**src/rtl/camera_pkg.sv**
```systemverilog
// camera_pkg: shared states, pattern codes and pixel width for the camera_sim video source
package camera_pkg;
  localparam int PIXEL_BITS = 10;
  typedef enum logic [2:0] {IDLE, FRONT, LINE, HBLANK, VBLANK} state_t;
  localparam logic [1:0] PAT_RAMP    = 2'b00;
  localparam logic [1:0] PAT_COORD   = 2'b01;
  localparam logic [1:0] PAT_CHECK   = 2'b10;
  localparam logic [1:0] PAT_FRAMEID = 2'b11;
  function automatic int max3(input int a, input int b, input int c);
    return (a > b ? a : b) > c ? (a > b ? a : b) : c;
  endfunction
endpackage

```
**src/rtl/camera_sim_pattern.sv**
```systemverilog
// camera_sim_pattern: combinational test-pattern pixel value from raster position and frame id
module camera_sim_pattern
  import camera_pkg::*;
#(
  parameter int LW = 1,
  parameter int CW = 1
) (
  input  logic [1:0]            pattern,
  input  logic [LW-1:0]         line,
  input  logic [CW-1:0]         col,
  input  logic [PIXEL_BITS-1:0] pix,
  input  logic [PIXEL_BITS-1:0] frame_id,
  output logic [PIXEL_BITS-1:0] value
);
  logic [PIXEL_BITS-1:0] ly, cx, coord;
  assign ly = PIXEL_BITS'(line) + PIXEL_BITS'(1);
  assign cx = PIXEL_BITS'(col) + PIXEL_BITS'(1);
  // x*10 as x*8 + x*2 keeps this multiplier-free
  assign coord = (ly << 3) + (ly << 1) + cx;
  assign value = pattern == PAT_RAMP  ? pix :
                 pattern == PAT_COORD ? coord :
                 pattern == PAT_CHECK ? {PIXEL_BITS{line[0] ^ col[0]}} : frame_id;
endmodule

```
**src/rtl/camera_sim.sv**
```systemverilog
// camera_sim: MT9V034-style FRAME_VALID/LINE_VALID/10-bit raster source with test patterns.
// Define CAMERA_SIM_BLANK_ZERO_EN to force DATA_OUT to 0 while LINE_VALID is low.
module camera_sim
  import camera_pkg::*;
#(
  parameter int WIDTH    = 752,
  parameter int HEIGHT   = 480,
  parameter int H_BLANK  = 94,
  parameter int FV_TO_LV = 0,
  parameter int V_BLANK  = 45
) (
  input  logic                  PIXCLK,
  input  logic                  RESET,
  input  logic                  ENABLE,
  input  logic [1:0]            PATTERN,
  output logic                  FRAME_VALID,
  output logic                  LINE_VALID,
  output logic [PIXEL_BITS-1:0] DATA_OUT,
  output logic                  FRAME_DONE
);
  localparam int CW   = WIDTH > 1 ? $clog2(WIDTH) : 1;
  localparam int LW   = HEIGHT > 1 ? $clog2(HEIGHT) : 1;
  localparam int BMAX = max3(H_BLANK, V_BLANK, FV_TO_LV);
  localparam int BW   = BMAX > 1 ? $clog2(BMAX) : 1;
  state_t state, state_n;
  logic [CW-1:0] col, col_n;
  logic [LW-1:0] line, line_n;
  logic [BW-1:0] cnt, cnt_n;
  logic [PIXEL_BITS-1:0] pix, pix_n, frame_id, frame_id_n, value;
  logic [1:0] pat, pat_n;
  logic done, start;
  camera_sim_pattern #(.LW(LW), .CW(CW)) u_pattern (
    .pattern(pat), .line(line), .col(col), .pix(pix), .frame_id(frame_id), .value(value)
  );
  always_comb begin
    state_n = state;
    col_n = col;
    line_n = line;
    cnt_n = '0;
    pix_n = pix;
    pat_n = pat;
    frame_id_n = frame_id;
    done = 1'b0;
    start = ENABLE && (state == IDLE || (state == VBLANK && cnt == BW'(V_BLANK - 1)));
    case (state)
      FRONT:
        if (cnt == BW'(FV_TO_LV - 1)) state_n = LINE;
        else cnt_n = cnt + BW'(1);
      LINE: begin
        pix_n = pix + PIXEL_BITS'(1);
        col_n = col == CW'(WIDTH - 1) ? '0 : col + CW'(1);
        state_n = col == CW'(WIDTH - 1) ? HBLANK : LINE;
      end
      HBLANK:
        if (cnt != BW'(H_BLANK - 1)) cnt_n = cnt + BW'(1);
        else if (line == LW'(HEIGHT - 1)) begin
          line_n = '0;
          state_n = VBLANK;
          done = 1'b1;
          frame_id_n = frame_id + PIXEL_BITS'(1);
        end else begin
          line_n = line + LW'(1);
          state_n = LINE;
        end
      VBLANK:
        if (cnt != BW'(V_BLANK - 1)) cnt_n = cnt + BW'(1);
        else state_n = IDLE;
      default: state_n = IDLE;
    endcase
    // ENABLE and PATTERN only matter at a frame boundary
    if (start) begin
      state_n = FV_TO_LV == 0 ? LINE : FRONT;
      pat_n = PATTERN;
      pix_n = '0;
      cnt_n = '0;
    end
  end
  always_ff @(posedge PIXCLK) begin
    if (RESET) begin
      state <= IDLE;
      col <= '0;
      line <= '0;
      cnt <= '0;
      pix <= '0;
      pat <= '0;
      frame_id <= '0;
      FRAME_VALID <= 1'b0;
      LINE_VALID <= 1'b0;
      DATA_OUT <= '0;
      FRAME_DONE <= 1'b0;
    end else begin
      state <= state_n;
      col <= col_n;
      line <= line_n;
      cnt <= cnt_n;
      pix <= pix_n;
      pat <= pat_n;
      frame_id <= frame_id_n;
      FRAME_VALID <= state inside {FRONT, LINE, HBLANK};
      LINE_VALID <= state == LINE;
      FRAME_DONE <= done;
`ifdef CAMERA_SIM_BLANK_ZERO_EN
      DATA_OUT <= state == LINE ? value : '0;
`else
      if (state == LINE) DATA_OUT <= value;
`endif
    end
  end
endmodule

```
**config.mk**
```make
export PLATFORM = sky130hd
export DESIGN_NAME = camera_sim
export DESIGN_NICKNAME = d
export VERILOG_FILES = /design/src/rtl/camera_pkg.sv /design/src/rtl/camera_sim_pattern.sv /design/src/rtl/camera_sim.sv
export SDC_FILE = /design/constraint.sdc
export NUM_CORES = 1
export LEC_CHECK = 0
export CAP_MARGIN = 20
export CORE_MARGIN = 5
export CORE_UTILIZATION = 65
export DETAILED_ROUTE_END_ITERATION = 8
export PLACE_DENSITY = 0.82
export SYNTH_ARGS = -nofsm -noshare
export SYNTH_HDL_FRONTEND = slang
export SYNTH_SLANG_ARGS = --single-unit
```
**constraint.sdc**
```tcl
create_clock -name PIXCLK -period 5.6 [get_ports PIXCLK]
set_clock_uncertainty 0.05 [all_clocks]
set_input_delay 0.56 -clock PIXCLK [delete_from_list [all_inputs] [get_ports PIXCLK]]
set_output_delay 0.56 -clock PIXCLK [all_outputs]
set_load 0.05 [all_outputs]
```
### Yosys cells after proc, flatten, opt, wreduce, memory -nomap -nowiden

Index checks and enable logic that the tools add are counted.

| storage, ports and cells | value |
|---|---|
| register bits after elaboration | 64 |
| input bits | 5 |
| output and inout bits | 13 |
| word-level logic and storage cells | 70 |

| operators by class | value |
|---|---|
| add/subtract/negate cells | 8 |
| eq/ne operators | 18 |
| muxes and demuxes | 17 |
| bitwise logic cells | 3 |
| reductions and logical operators | 12 |

Operators with widths:

| cell | count |
|---|---|
| two-way mux 10 bit | 4 |
| adder 10 x 1 -> 10 bit, second input constant | 3 |
| two-way mux 7 bit | 3 |
| case mux 7 bit (3 select lines) | 1 |
| adder 10 bit | 2 |
| adder 9 x 1 -> 9 bit, second input constant | 2 |
| two-way mux 3 bit | 4 |
| case mux 3 bit (4 select lines) | 1 |
| == test 10 bit, second input constant | 1 |
| == test 9 bit, second input constant | 1 |
| two-way mux 9 bit | 1 |
| inequality test 3 bit, second input constant | 3 |
| AND reduction 3 bit | 3 |
| adder 7 x 1 -> 7 bit, second input constant | 1 |
| == test 7 x 6 -> 1 bit, second input constant | 1 |
| == test 7 bit, second input constant | 1 |
| inequality test 7 x 6 -> 1 bit, second input constant | 1 |
| inequality test 7 bit, second input constant | 1 |
| == test 3 x 2 -> 1 bit, second input constant | 2 |
| inequality test 2 bit, second input constant | 3 |
| == test 3 x 1 -> 1 bit, second input constant | 1 |
| == test 3 bit, second input constant | 1 |
| logical NOT 3 bit | 1 |
| nonzero test 3 bit | 1 |
| other kinds (12) | 15 |

### Depth between registers and ports, before layout

Gate-level depths: netlist of the first run.

| depth | value |
|---|---|
| depth after elaboration | 6 |
| depth in mapped cells | 14 |
| depth with buffers taken out | 13 |

### Cells and area by module

From an unflattened synthesis of the first run, not the netlist that was laid out.

| unflattened totals | value |
|---|---|
| cell total of the unflattened synthesis | 428 |
| area, all modules | 3,837.4 um^2 |

By module, submodules not included:

| module | instances | cells each | area an instance (um^2) | sequential area each (um^2) |
|---|---|---|---|---|
| camera_sim | 1 | 332 | 2,909.0 | 1,281.2 |
| camera_sim_pattern | 1 | 96 | 928.4 | 0.0 |

### Worst setup path before layout of the first run

OpenSTA, ideal clock, no wires.

| timing path | value |
|---|---|
| path type | flip-flop to flip-flop |
| from | reg col[0] |
| to | reg DATA_OUT[7] |
| setup time | 114 ps |
| arrival time | 2,879 ps |
| data required time | 5,436 ps |
| path slack | 2,557 ps |
| cell stages (with the launch flop) | 13 |
| buffers on the path | 1 |
| clock period less this slack | 3,043 ps |
| cell sequence | dfxtp_1 buf_2 nand4_1 or2_2 xnor2_1 fa_1 ha_1 a21o_1 a21oi_1 nand2_1 xnor2_1 o2111a_1 a2111oi_0 |

| between the ends | value |
|---|---|
| longest elaborated chain between the ends | 4 |
| elaborated cells on any way between the ends | 6 |
| classes of those cells | 2 x add/sub; 3 x mux; 1 x bitwise |

Ends and longest elaborated chain:

| item | RTL line | source |
|---|---|---|
| from (decl) | camera_sim.sv:26 | `logic [CW-1:0] col, col_n;` |
| from (signal assigned) | camera_sim.sv:93 | `col <= col_n;` |
| adder 10 x 1 -> 10 bit / bitwise XOR 1 bit (equally long branches) | camera_sim_pattern.sv:17, camera_sim_pattern.sv:22 |  |
| adder 10 bit / two-way mux 10 bit (equally long branches) | camera_sim_pattern.sv:19, camera_sim_pattern.sv:22 |  |
| two-way mux 10 bit (*) | camera_sim_pattern.sv:21 | `pattern == PAT_COORD ? coord :` |
| two-way mux 10 bit (*) | camera_sim_pattern.sv:20 | `assign value = pattern == PAT_RAMP ? pix :` |
| to (signal assigned) | camera_sim.sv:105 | `if (state == LINE) DATA_OUT <= value;` |
| to (decl) | camera_sim.sv:18 | `output logic [PIXEL_BITS-1:0] DATA_OUT,` |

Every way passes the cells marked *; elsewhere a longest branch is shown, timed or not.
A chain may end at the register's enable or synchronous reset.

### Worst setup path after layout of the first run

| timing path | value |
|---|---|
| from | reg line[0] |
| to | reg DATA_OUT[7] |

| between the ends | value |
|---|---|
| longest elaborated chain between the ends | 5 |
| elaborated cells on any way between the ends | 7 |
| classes of those cells | 3 x add/sub; 3 x mux; 1 x bitwise |

Ends and longest elaborated chain:

| item | RTL line | source |
|---|---|---|
| from (decl) | camera_sim.sv:27 | `logic [LW-1:0] line, line_n;` |
| from (signal assigned) | camera_sim.sv:94 | `line <= line_n;` |
| adder 9 x 1 -> 9 bit | camera_sim_pattern.sv:16 | `assign ly = PIXEL_BITS'(line) + PIXEL_BITS'(1);` |
| adder 10 bit (2 in a row) | camera_sim_pattern.sv:19 | `assign coord = (ly << 3) + (ly << 1) + cx;` |
| two-way mux 10 bit (*) | camera_sim_pattern.sv:21 |  |
| two-way mux 10 bit (*) | camera_sim_pattern.sv:20 |  |

Marks and branches as above.

==> summary.txt, run 1 <==
Run status
  – Status: complete, no violations

Layout
  – Commonest non-fill, non-tap cell in the layout: dfxtp_1
  – Non-Filler Instances: 539
  – Fill count: 446
  – Nets: 490
  – Most frequent cells in the layout: 64 x dfxtp_1, 54 x nor2_1, 46 x nand2_1
  – Area delta synth->final: 9.672%
  – Inserted Diodes: 0
  – Layout cells sized above 1: 5.782%

Timing
  – Unrepaired setup endpoints after global routing: no
  – Slew Viols, Final: 0
  – Period utilization: 61.07%
  – Hold WS: 0.3896 ns
  – Fin Setup TNS: 0 ns
  – Slew Limit Headroom: 32.82%
  – Fmax: 292.4 MHz
  – Final min period: 3.420 ns
  – Setup-failing EPs final: 0
  – Transition time of the tightest slew-check pin: 1.006 ns
  – Final Hold Fails: 0

Logic synthesis
  – Post-synth EDFFs: 0
  – Ys Warns: 0
  – Mapped Nets: 482
  – Compound-Gate Fraction of Synth Area: 14.09%
  – Post-synthesis sequential element count: 64
  – Syn Inst Count: 454
  – Netlist Area Pre-Place: 0.003739 mm²
  – Syn_area_per_cell: 8.235 µm²
  – XOR/XNOR share of the synthesized area: 9.137%
  – Adder-Cell Fraction of Synth Area: 9.103%
  – Largest family of logic cells by synthesized area: simple AND/OR/NAND/NOR gates
  – Async SR Flop Fraction: 0%
  – Post-synthesis sequential area ratio: 34.27%
  – Simple-Gate Fraction of Synth Area: 25.77%
  – Mux contribution to synthesized area: 2.410%
  – Count of different cell masters after synthesis: 53
  – Most used flip-flop cell after synthesis: dfxtp_1

Critical path
  – Cells on worst reg2reg path: 11
  – Element type at the critical path start: flip-flop
  – CP top delay family: adder cells
  – WP data required: 5.78 ns
  – CP max FO: 9
  – CP Depth: 11
  – Critical Path Source: line[0]$_SDFFE_PP0P_
  – R2R Path Start: line[0]$_SDFFE_PP0P_
  – Crit Path Class: flip-flop to flip-flop
  – CP max stage delay: 0.51 ns
  – Worst Setup EP: DATA_OUT[7]$_SDFFE_PP0P_
  – Worst path cell trace: ha_1 > nand3_1 > xnor2_1 > fa_1 > ha_1 > a21o_1 > a21oi_1 > nand2_1 > xnor2_1 > o2111a_1 > a2111oi_0
  – Critical path's slowest cell: dfxtp_1
  – R2r endpoint: DATA_OUT[7]$_SDFFE_PP0P_
  – Endpoint class of the critical path: flip-flop
  – Worst endpoint data arrival time: 3.60 ns
  – R2r setup slk: 2.18 ns
  – CP bufs+invs: 0

CTS
  – Clock Latency Late Sink: 0.34 ns
  – Worst-case clock buffer depth: 2
  – Cts repair resizes: 0
  – H-tree Lvls: 3
  – Cts hold-fix bufs: 0
  – CTS Buf Count: 9
  – Root Driver: clkbuf_8
  – CTS tree: done
  – Post-CTS Setup Inserts: 0
  – Clk sink count: 64
  – CTS clk-pin slew, worst paths: 0.07 ns

Power
  – Pwr/cell area: 236.6 mW/mm²
  – Leak Pwr: 1.533 nW
  – Worst VDD drop: 0.1750 mV

Routing
  – Antenna viol nets, final: 0
  – DR vias: 3152
  – First-pass DRT Iterations: 7
  – DRC errors left: 0
  – WL final: 8184 µm
  – Vias per cell: 5.848
  – Routed WL per cell: 15.18 µm
  – Drt initial violations: 268

Global routing
  – First-pass GRT wire length: 13940 µm
  – Global Route Usage Sum: 23.74%
  – Met2 Use GR: 39.83%
  – Met3 GRT Util: 4.419%
  – Vias in the first global route: 2979
  – Gr ovfl total: 0
  – GRT busiest layer: met2
  – Initial antenna violation count: 0
  – GR Util met1: 30.62%
  – Pin count of the biggest net entering global routing: 32

Floorplanning
  – Die width: 85.84 µm
  – Full die area: 0.007369 mm²
  – I/O pins: 18
  – Site row count: 27
  – CORE AREA: 0.005540 mm²
  – Initial Util: 67.48%
  – Die Span Y: 85.84 µm

Place
  – Placed cells: 523
  – Final HPWL DP: 5696 µm
  – Port Buffers: 17
  – GP Congestion: 0.8527

Flow run
  – Max-cap viol count: 0

Hold path
  – Hold WC Path Type: flip-flop to flip-flop
-- cells in the mapped netlist, drive strengths merged (3+ instances only) --
| cell | number | area share (%) |
|---|---|---|
| and3 | 7 | 1.2 |
| nand2 | 46 | 4.6 |
| nand2b | 6 | 1.0 |
| nand3 | 22 | 3.1 |
| xor2 | 17 | 4.0 |
| a21oi | 37 | 5.0 |
| a211oi | 4 | 0.80 |
| nand4 | 9 | 1.8 |
| ha | 16 | 5.4 |
| nand3b | 4 | 0.80 |
| nor2b | 4 | 0.67 |
| nor2 | 54 | 5.4 |
| fa | 7 | 3.7 |
| nor3 | 13 | 1.9 |
| a21o | 7 | 1.4 |
| or3 | 9 | 1.5 |
| xnor2 | 22 | 5.2 |
| buf | 3 | 0.40 |
| and3b | 3 | 0.70 |
| inv | 20 | 2.0 |
| dfxtp | 64 | 34 |
| mux2i | 9 | 2.4 |
| o21ai | 17 | 2.3 |
| clkbuf | 20 | 2.8 |
| a22oi | 6 | 1.2 |
-- state kept, by name, indices dropped and copies added (netlist names), 2 cells and up --
signal and count:
DATA_OUT 10, cnt 7, col 10, frame_id 10, line 9, pat 2
pix 10, state 3
-- layout make-up --
| cell class | instances | area (µm²) | share of cell area, % |
|---|---|---|---|
| flip-flops and latches | 64 | 1281 | 31.25 |
| clock inverters | 3 | 40.04 | 0.9765 |
| multi-input cells | 347 | 2262 | 55.17 |
| well taps | 72 | 90.09 | 2.197 |
| clock buffers | 13 | 158.9 | 3.875 |
| repair buffers | 20 | 192.7 | 4.699 |
| inverters | 20 | 75.07 | 1.831 |
-- worst min-delay path, delay by kind of cell (launching register included) --
family        cells  cell delay (ns)
simple gates      2             0.09
flops             1             0.31
-- report_power, final --
part           switching [mW]  leakage, nW  internal (mW)
clock network           0.181        0.103          0.229
registers              0.0137        0.517          0.463
logic                  0.0528        0.912         0.0309
total                   0.247         1.53          0.723
-- stage by stage --
step	power, mW	setup WS (ns)	utilization [%]	instance area (µm²)
after global routing	1.005	1.910	74.01	4100
after detailed placement	0.5696	2.228	70.42	3901
after floorplan	0.5451	2.557	-	3739
after global placement	0.5686	2.308	70.42	3901
after CTS	0.9697	2.184	74.01	4100
final	0.9700	2.180	74.01	4100
-- kinds of logic (layout without fill, tap and decap cells) --
kind of cell	Yosys count	in the layout
AOI/OAI and AO/OA	86	86
buffers and inverters	43	56
and+or+nand+nor	190	190
muxes	9	9
xor gates and xnor gates	39	39
adders and majority gates	23	23
DFF	64	64
-- worst min path at each step --
stage / from / to / slack, ns / cells past startpoint
2_1_floorplan: cnt[0]$_SDFF_PP0_ / cnt[0]$_SDFF_PP0_ / 0.39 / 1
6_report: DATA_OUT[5]$_SDFFE_PP0P_ / DATA_OUT[5]$_SDFFE_PP0P_ / 0.39 / 2
4_1_cts: DATA_OUT[5]$_SDFFE_PP0P_ / DATA_OUT[5]$_SDFFE_PP0P_ / 0.39 / 2
3_3_place_gp: DATA_OUT[5]$_SDFFE_PP0P_ / DATA_OUT[5]$_SDFFE_PP0P_ / 0.38 / 2
3_5_place_dp: DATA_OUT[5]$_SDFFE_PP0P_ / DATA_OUT[5]$_SDFFE_PP0P_ / 0.38 / 2
5_1_grt: DATA_OUT[8]$_SDFFE_PP0P_ / DATA_OUT[8]$_SDFFE_PP0P_ / 0.44 / 2
-- per-layer routing --
| metal | share of wire, % | routed length [µm] |
|---|---|---|
| met1 | 45 | 3700 |
| met2 | 48 | 3964 |
| met3 | 5.2 | 427 |
| met4 | 1.1 | 91 |
| met5 | 0 | 0 |
No activity file was read; power rests on OpenSTA's default activity.
==> inputs of run 2 (changes only) <==
--- a/config.mk
+++ b/config.mk
@@ -7,9 +7,9 @@
 export LEC_CHECK = 0
 export CAP_MARGIN = 20
 export CORE_MARGIN = 5
-export CORE_UTILIZATION = 65
+export CORE_UTILIZATION = 55
 export DETAILED_ROUTE_END_ITERATION = 8
-export PLACE_DENSITY = 0.82
+export PLACE_DENSITY = 0.74
 export SYNTH_ARGS = -nofsm -noshare
 export SYNTH_HDL_FRONTEND = slang
 export SYNTH_SLANG_ARGS = --single-unit
==> constraint.sdc (replaced) <==
create_clock -name PIXCLK -period 2.92 [get_ports PIXCLK]
set_clock_uncertainty 0.05 [all_clocks]
set_input_delay 0.292 -clock PIXCLK [delete_from_list [all_inputs] [get_ports PIXCLK]]
set_output_delay 0.292 -clock PIXCLK [all_outputs]
set_load 0.05 [all_outputs]
==> summary.txt, run 2 (synthesized netlist as in run 1, its figures left out) <==
Routing
  – DR vias: 3325
  – WL final: 8968 µm
  – Routed WL per cell: 15.52 µm
  – First-pass DRT Iterations: 5
  – DRC errors left: 0
  – Drt initial violations: 164
  – Antenna viol nets, final: 0
  – Vias per cell: 5.753

CTS
  – Worst-case clock buffer depth: 2
  – CTS Buf Count: 9
  – Root Driver: clkbuf_8
  – CTS tree: done
  – Clock Latency Late Sink: 0.35 ns
  – CTS clk-pin slew, worst paths: 0.07 ns
  – Clk sink count: 64
  – H-tree Lvls: 3
  – Cts hold-fix bufs: 0

Floorplanning
  – CORE AREA: 0.006719 mm²
  – Die Span Y: 92.45 µm
  – Initial Util: 55.64%
  – I/O pins: 18
  – Site row count: 30
  – Full die area: 0.008546 mm²
  – Die width: 92.45 µm

Timing
  – Slew Viols, Final: 0
  – Final min period: 2.868 ns
  – Setup-failing EPs final: 0
  – Fmax: 348.7 MHz
  – Unrepaired setup endpoints after global routing: yes
  – Slew Limit Headroom: 48.58%
  – Period utilization: 98.21%
  – Transition time of the tightest slew-check pin: 0.7703 ns
  – Hold WS: 0.3872 ns
  – Final Hold Fails: 0
  – Final worst setup slack: 0.05226 ns

Global routing
  – Global Route Usage Sum: 20.91%
  – Pin count of the biggest net entering global routing: 24
  – Gr ovfl total: 0
  – Initial antenna violation count: 0
  – Vias in the first global route: 3159
  – First-pass GRT wire length: 14370 µm

Place
  – Final HPWL DP: 6298 µm
  – Pre-CTS setup slack: -0.1279 ns
  – GP Congestion: 0.8543
  – Port Buffers: 17
  – Cell Area, Placed: 0.004159 mm²

Layout
  – Nets: 521
  – Area delta synth->final: 23.76%
  – Fill count: 520
  – Most frequent cells in the layout: 56 x dfxtp_1, 52 x nor2_1, 46 x nand2_1
  – Commonest non-fill, non-tap cell in the layout: dfxtp_1
  – Post-route design area: 0.004627 mm²
  – Multi-input logic area: 0.002530 mm²
  – Inserted Diodes: 0
  – Fin util: 68.86%
  – Layout cells sized above 1: 20.48%
  – Reg area: 0.001296 mm²

Power
  – Leak Pwr: 1.732 nW
  – Worst VDD drop: 0.4254 mV
  – Pwr/cell area: 401.7 mW/mm²

Critical path
  – Crit Path Class: flip-flop to flip-flop
  – CP bufs+invs: 0
  – CP max stage delay: 0.59 ns
  – WP data required: 3.12 ns
  – CP max FO: 3
  – Element type at the critical path start: flip-flop
  – Worst path cell trace: nand4_1 > or2_4 > xnor2_4 > fa_1 > ha_4 > a21o_1 > a21oi_2 > nand2_1 > xnor2_1 > o2111a_1 > a2111oi_2
  – CP top delay family: adder cells
  – Worst endpoint data arrival time: 3.07 ns
  – Endpoint class of the critical path: flip-flop
  – Critical path's slowest cell: fa_1

Hold path
  – Hold WC Path Type: flip-flop to flip-flop

Run status
  – Status: complete, no violations

Flow run
  – Max-cap viol count: 0
==> run 2: worst reg2reg max path, delay by kind of cell, from the launching register on <==
family / cells / cell delay, ns
adders and majority gates: 2 / 0.81
and+or+nand+nor: 3 / 0.53
AOI/OAI and AO/OA: 4 / 0.74
xor gates and xnor gates: 2 / 0.26
DFF: 1 / 0.38
==> run 2: path summary, 6_finish.rpt <==
check / from / to / slack (ns) / cells past startpoint
setup / recovery: col[0]$_SDFFE_PP0P_ / DATA_OUT[7]$_SDFFE_PP0P_ / 0.05 / 11
hold / removal: DATA_OUT[5]$_SDFFE_PP0P_ / DATA_OUT[5]$_SDFFE_PP0P_ / 0.39 / 2
setup reg to reg: col[0]$_SDFFE_PP0P_ / DATA_OUT[7]$_SDFFE_PP0P_ / 0.05 / 11
hold reg to reg: DATA_OUT[5]$_SDFFE_PP0P_ / DATA_OUT[5]$_SDFFE_PP0P_ / 0.39 / 2
==> run 2: final cells by class <==
cell class                      count  area share (%)
Multi-Input combinational cell    347           54.68
Sequential cell                    64           28.02
Timing Repair Buffer               51           9.275
Clock buffer                       10           2.758
Tap cell                           80           2.163
Inverter                           20           1.622
Clock inverter                      6           1.487
==> run 2: power breakdown <==
part           leakage [nW]  switching, mW  internal [mW]
sequential            0.522         0.0202          0.887
combinational          1.11          0.114         0.0680
clock                0.0968          0.371          0.398
total                  1.73          0.505           1.35
==> run 2: metrics by stage <==
step,cells,setup TNS (ns),total power [mW]
floorplan,454,0,1.045
global placement,560,-0.03766,1.100
detailed placement,560,-0.3068,1.102
CTS,576,-0.006482,1.867
global route,578,-0.1326,1.926
finish,578,0,1.859
==> run 2: timing repair <==
action                     4_1_cts  5_1_grt
resized for setup               14       40
pin swaps                        4       21
setup buffers                    0        2
setup endpoints to repair        3        5
==> run 2: metal layers <==
layer  routed length [µm]  GRT usage (%)  vias to the layer above
met5                    0              0                        -
li1                     -              -                     1645
met4                   98          5.569                        0
met2                 4468          34.98                       80
met1                 3966          26.60                     1588
met3                  434          5.605                       12
==> inputs of run 3 (changes only) <==
--- a/config.mk
+++ b/config.mk
@@ -7,9 +7,10 @@
 export LEC_CHECK = 0
 export CAP_MARGIN = 20
 export CORE_MARGIN = 5
-export CORE_UTILIZATION = 55
+export CORE_UTILIZATION = 57
+export CTS_BUF_LIST = sky130_fd_sc_hd__clkbuf_2
 export DETAILED_ROUTE_END_ITERATION = 8
-export PLACE_DENSITY = 0.74
+export PLACE_DENSITY = 0.76
 export SYNTH_ARGS = -nofsm -noshare
 export SYNTH_HDL_FRONTEND = slang
 export SYNTH_SLANG_ARGS = --single-unit
==> summary.txt, run 3 (synthesized netlist as in run 1, its figures left out) <==
Run status
  – Status: complete, no violations

Routing
  – Vias per cell: 5.800
  – DRC errors left: 0
  – WL final: 9379 µm
  – First-pass DRT Iterations: 7
  – Drt initial violations: 313
  – Antenna viol nets, final: 0
  – Routed WL per cell: 16.06 µm
  – DR vias: 3387

Layout
  – Inserted Diodes: 0
  – Commonest non-fill, non-tap cell in the layout: dfxtp_1
  – Nets: 530
  – Layout cells sized above 1: 19.92%
  – Non-Filler Instances: 584
  – Fin util: 72.32%
  – Fill count: 487
  – Area delta synth->final: 22.82%
  – Most frequent cells in the layout: 57 x dfxtp_1, 53 x nor2_1, 45 x nand2_1

Power
  – Leak Pwr: 1.783 nW
  – Pwr/cell area: 397.6 mW/mm²
  – Power, Total: 1.826 mW
  – Worst VDD drop: 0.3099 mV

CTS
  – Clock Latency Late Sink: 0.52 ns
  – H-tree Lvls: 3
  – Root Driver: clkbuf_2
  – Clk sink count: 64
  – CTS Buf Count: 9
  – Cts hold-fix bufs: 0
  – CTS tree: done
  – Worst-case clock buffer depth: 2
  – CTS clk-pin slew, worst paths: 0.22 ns

Timing
  – Period utilization: 99.92%
  – Transition time of the tightest slew-check pin: 0.8195 ns
  – Unrepaired setup endpoints after global routing: yes
  – Slew Viols, Final: 0
  – Final min period: 2.918 ns
  – Slew Limit Headroom: 45.29%
  – Fmax: 342.7 MHz
  – Final Hold Fails: 0
  – Setup-failing EPs final: 0

Global routing
  – Pin count of the biggest net entering global routing: 24
  – First-pass GRT wire length: 15770 µm
  – Initial antenna violation count: 0
  – Global Route Usage Sum: 23.19%
  – Vias in the first global route: 3342
  – Gr ovfl total: 0

Place
  – GP Congestion: 0.8849
  – Placed cells: 563
  – Port Buffers: 17
  – Final HPWL DP: 6524 µm

Critical path
  – Endpoint class of the critical path: flip-flop
  – Critical path's slowest cell: fa_1
  – Crit Path Class: flip-flop to flip-flop
  – Element type at the critical path start: flip-flop
  – Worst path cell trace: nand4_1 > or2_4 > xnor2_4 > fa_1 > ha_4 > a21o_1 > a21oi_2 > nand2_1 > xnor2_1 > o2111a_1 > a2111oi_2
  – Worst endpoint data arrival time: 3.27 ns
  – CP max FO: 3
  – WP data required: 3.28 ns
  – Critical Path Source: col[0]$_SDFFE_PP0P_
  – CP max stage delay: 0.56 ns
  – R2r setup slk: 0.002 ns
  – Cells on worst reg2reg path: 11
  – R2R Path Start: col[0]$_SDFFE_PP0P_
  – R2r endpoint: DATA_OUT[7]$_SDFFE_PP0P_

Hold path
  – Hold WC Path Type: input pin to flip-flop
  – WHS Endpoint: pat[0]$_SDFFE_PP0P_
  – Worst Hold Launch: PATTERN[0]
  – Worst hold path cell count: 3

Floorplanning
  – Site row count: 29
  – CORE AREA: 0.006350 mm²
  – I/O pins: 18
  – Initial Util: 58.88%
  – Die width: 90.99 µm
  – Die Span Y: 90.99 µm
  – Full die area: 0.008278 mm²

Flow run
  – Max-cap viol count: 0
-- run 3: changes by cell type in the layout (fill, tap and decap cells not counted), moves of 3 or more --
cell / change
clkbuf_2: +9
buf_4: +9
clkbuf_8: -9
nand3_1: +3
-- run 3: worst max-delay path by stage --
| stage | end | cells after the start | slack (ns) |
|---|---|---|---|
| 2_1_floorplan | DATA_OUT[7]$_SDFFE_PP0P_ | 12 | 0.02 |
| 3_3_place_gp | DATA_OUT[7]$_SDFFE_PP0P_ | 11 | -0.10 |
| 3_5_place_dp | DATA_OUT[7]$_SDFFE_PP0P_ | 11 | -0.30 |
| 4_1_cts | DATA_OUT[7]$_SDFFE_PP0P_ | 11 | -0.03 |
| 5_1_grt | DATA_OUT[4]$_SDFFE_PP0P_ | 12 | -0.18 |
| 6_report | DATA_OUT[7]$_SDFFE_PP0P_ | 11 | 0.002 |
-- run 3: area by class of cell --
cell class / instances / area, µm² / share of cell area [%]
multi-input combinational: 347 / 2466 / 53.71
sequential: 64 / 1292 / 28.15
timing repair buffer: 60 / 496.7 / 10.82
clock inverter: 7 / 120.1 / 2.616
tap: 77 / 96.34 / 2.098
inverter: 20 / 75.07 / 1.635
clock buffer: 9 / 45.04 / 0.9809
-- run 3: through the flow --
stage               hold slack (ns)  setup TNS, ns  cell area [µm²]  worst slack [ns]
floorplan                    0.3859              0             3769           0.01552
global placement             0.3801        -0.1611             4200           -0.1016
detailed placement           0.3918        -0.5623             4200           -0.3043
CTS                          0.3049       -0.03282             4504          -0.03282
global route                 0.2754        -0.5590             4592           -0.1831
finish                       0.3259              0             4592          0.002415
-- run 3: where the power goes --
part | leakage, nW | switching (mW) | internal (mW) | total, mW
clock | 0.0921 | 0.363 | 0.371 | 0.734
combinational | 1.17 | 0.114 | 0.0675 | 0.182
sequential | 0.521 | 0.0202 | 0.890 | 0.910
total | 1.78 | 0.498 | 1.33 | 1.83
-- run 3: worst max-delay path, delay by kind of cell, from the launching register on --
family                     cells  cell delay, ns
adders and majority gates      2            0.77
AOI/OAI and AO/OA              4            0.76
and+or+nand+nor                3            0.55
DFF                            1            0.40
xor gates and xnor gates       2            0.26
-- run 3: metal layers --
layer / global-route usage [%] / share of wire, % / wire [µm]
met1: 30.81 / 44 / 4110
met2: 37.02 / 50 / 4669
met5: 0 / 0 / 0
met3: 5.702 / 4.8 / 449
met4: 7.579 / 1.6 / 150
-- run 3: timing repair --
item | 4_1_cts | 5_1_grt
pin swaps | 7 | 15
gates resized for setup | 24 | 16
gates cloned | 0 | 0
endpoints found under the setup margin | 4 | 5
setup buffers | 3 | 2
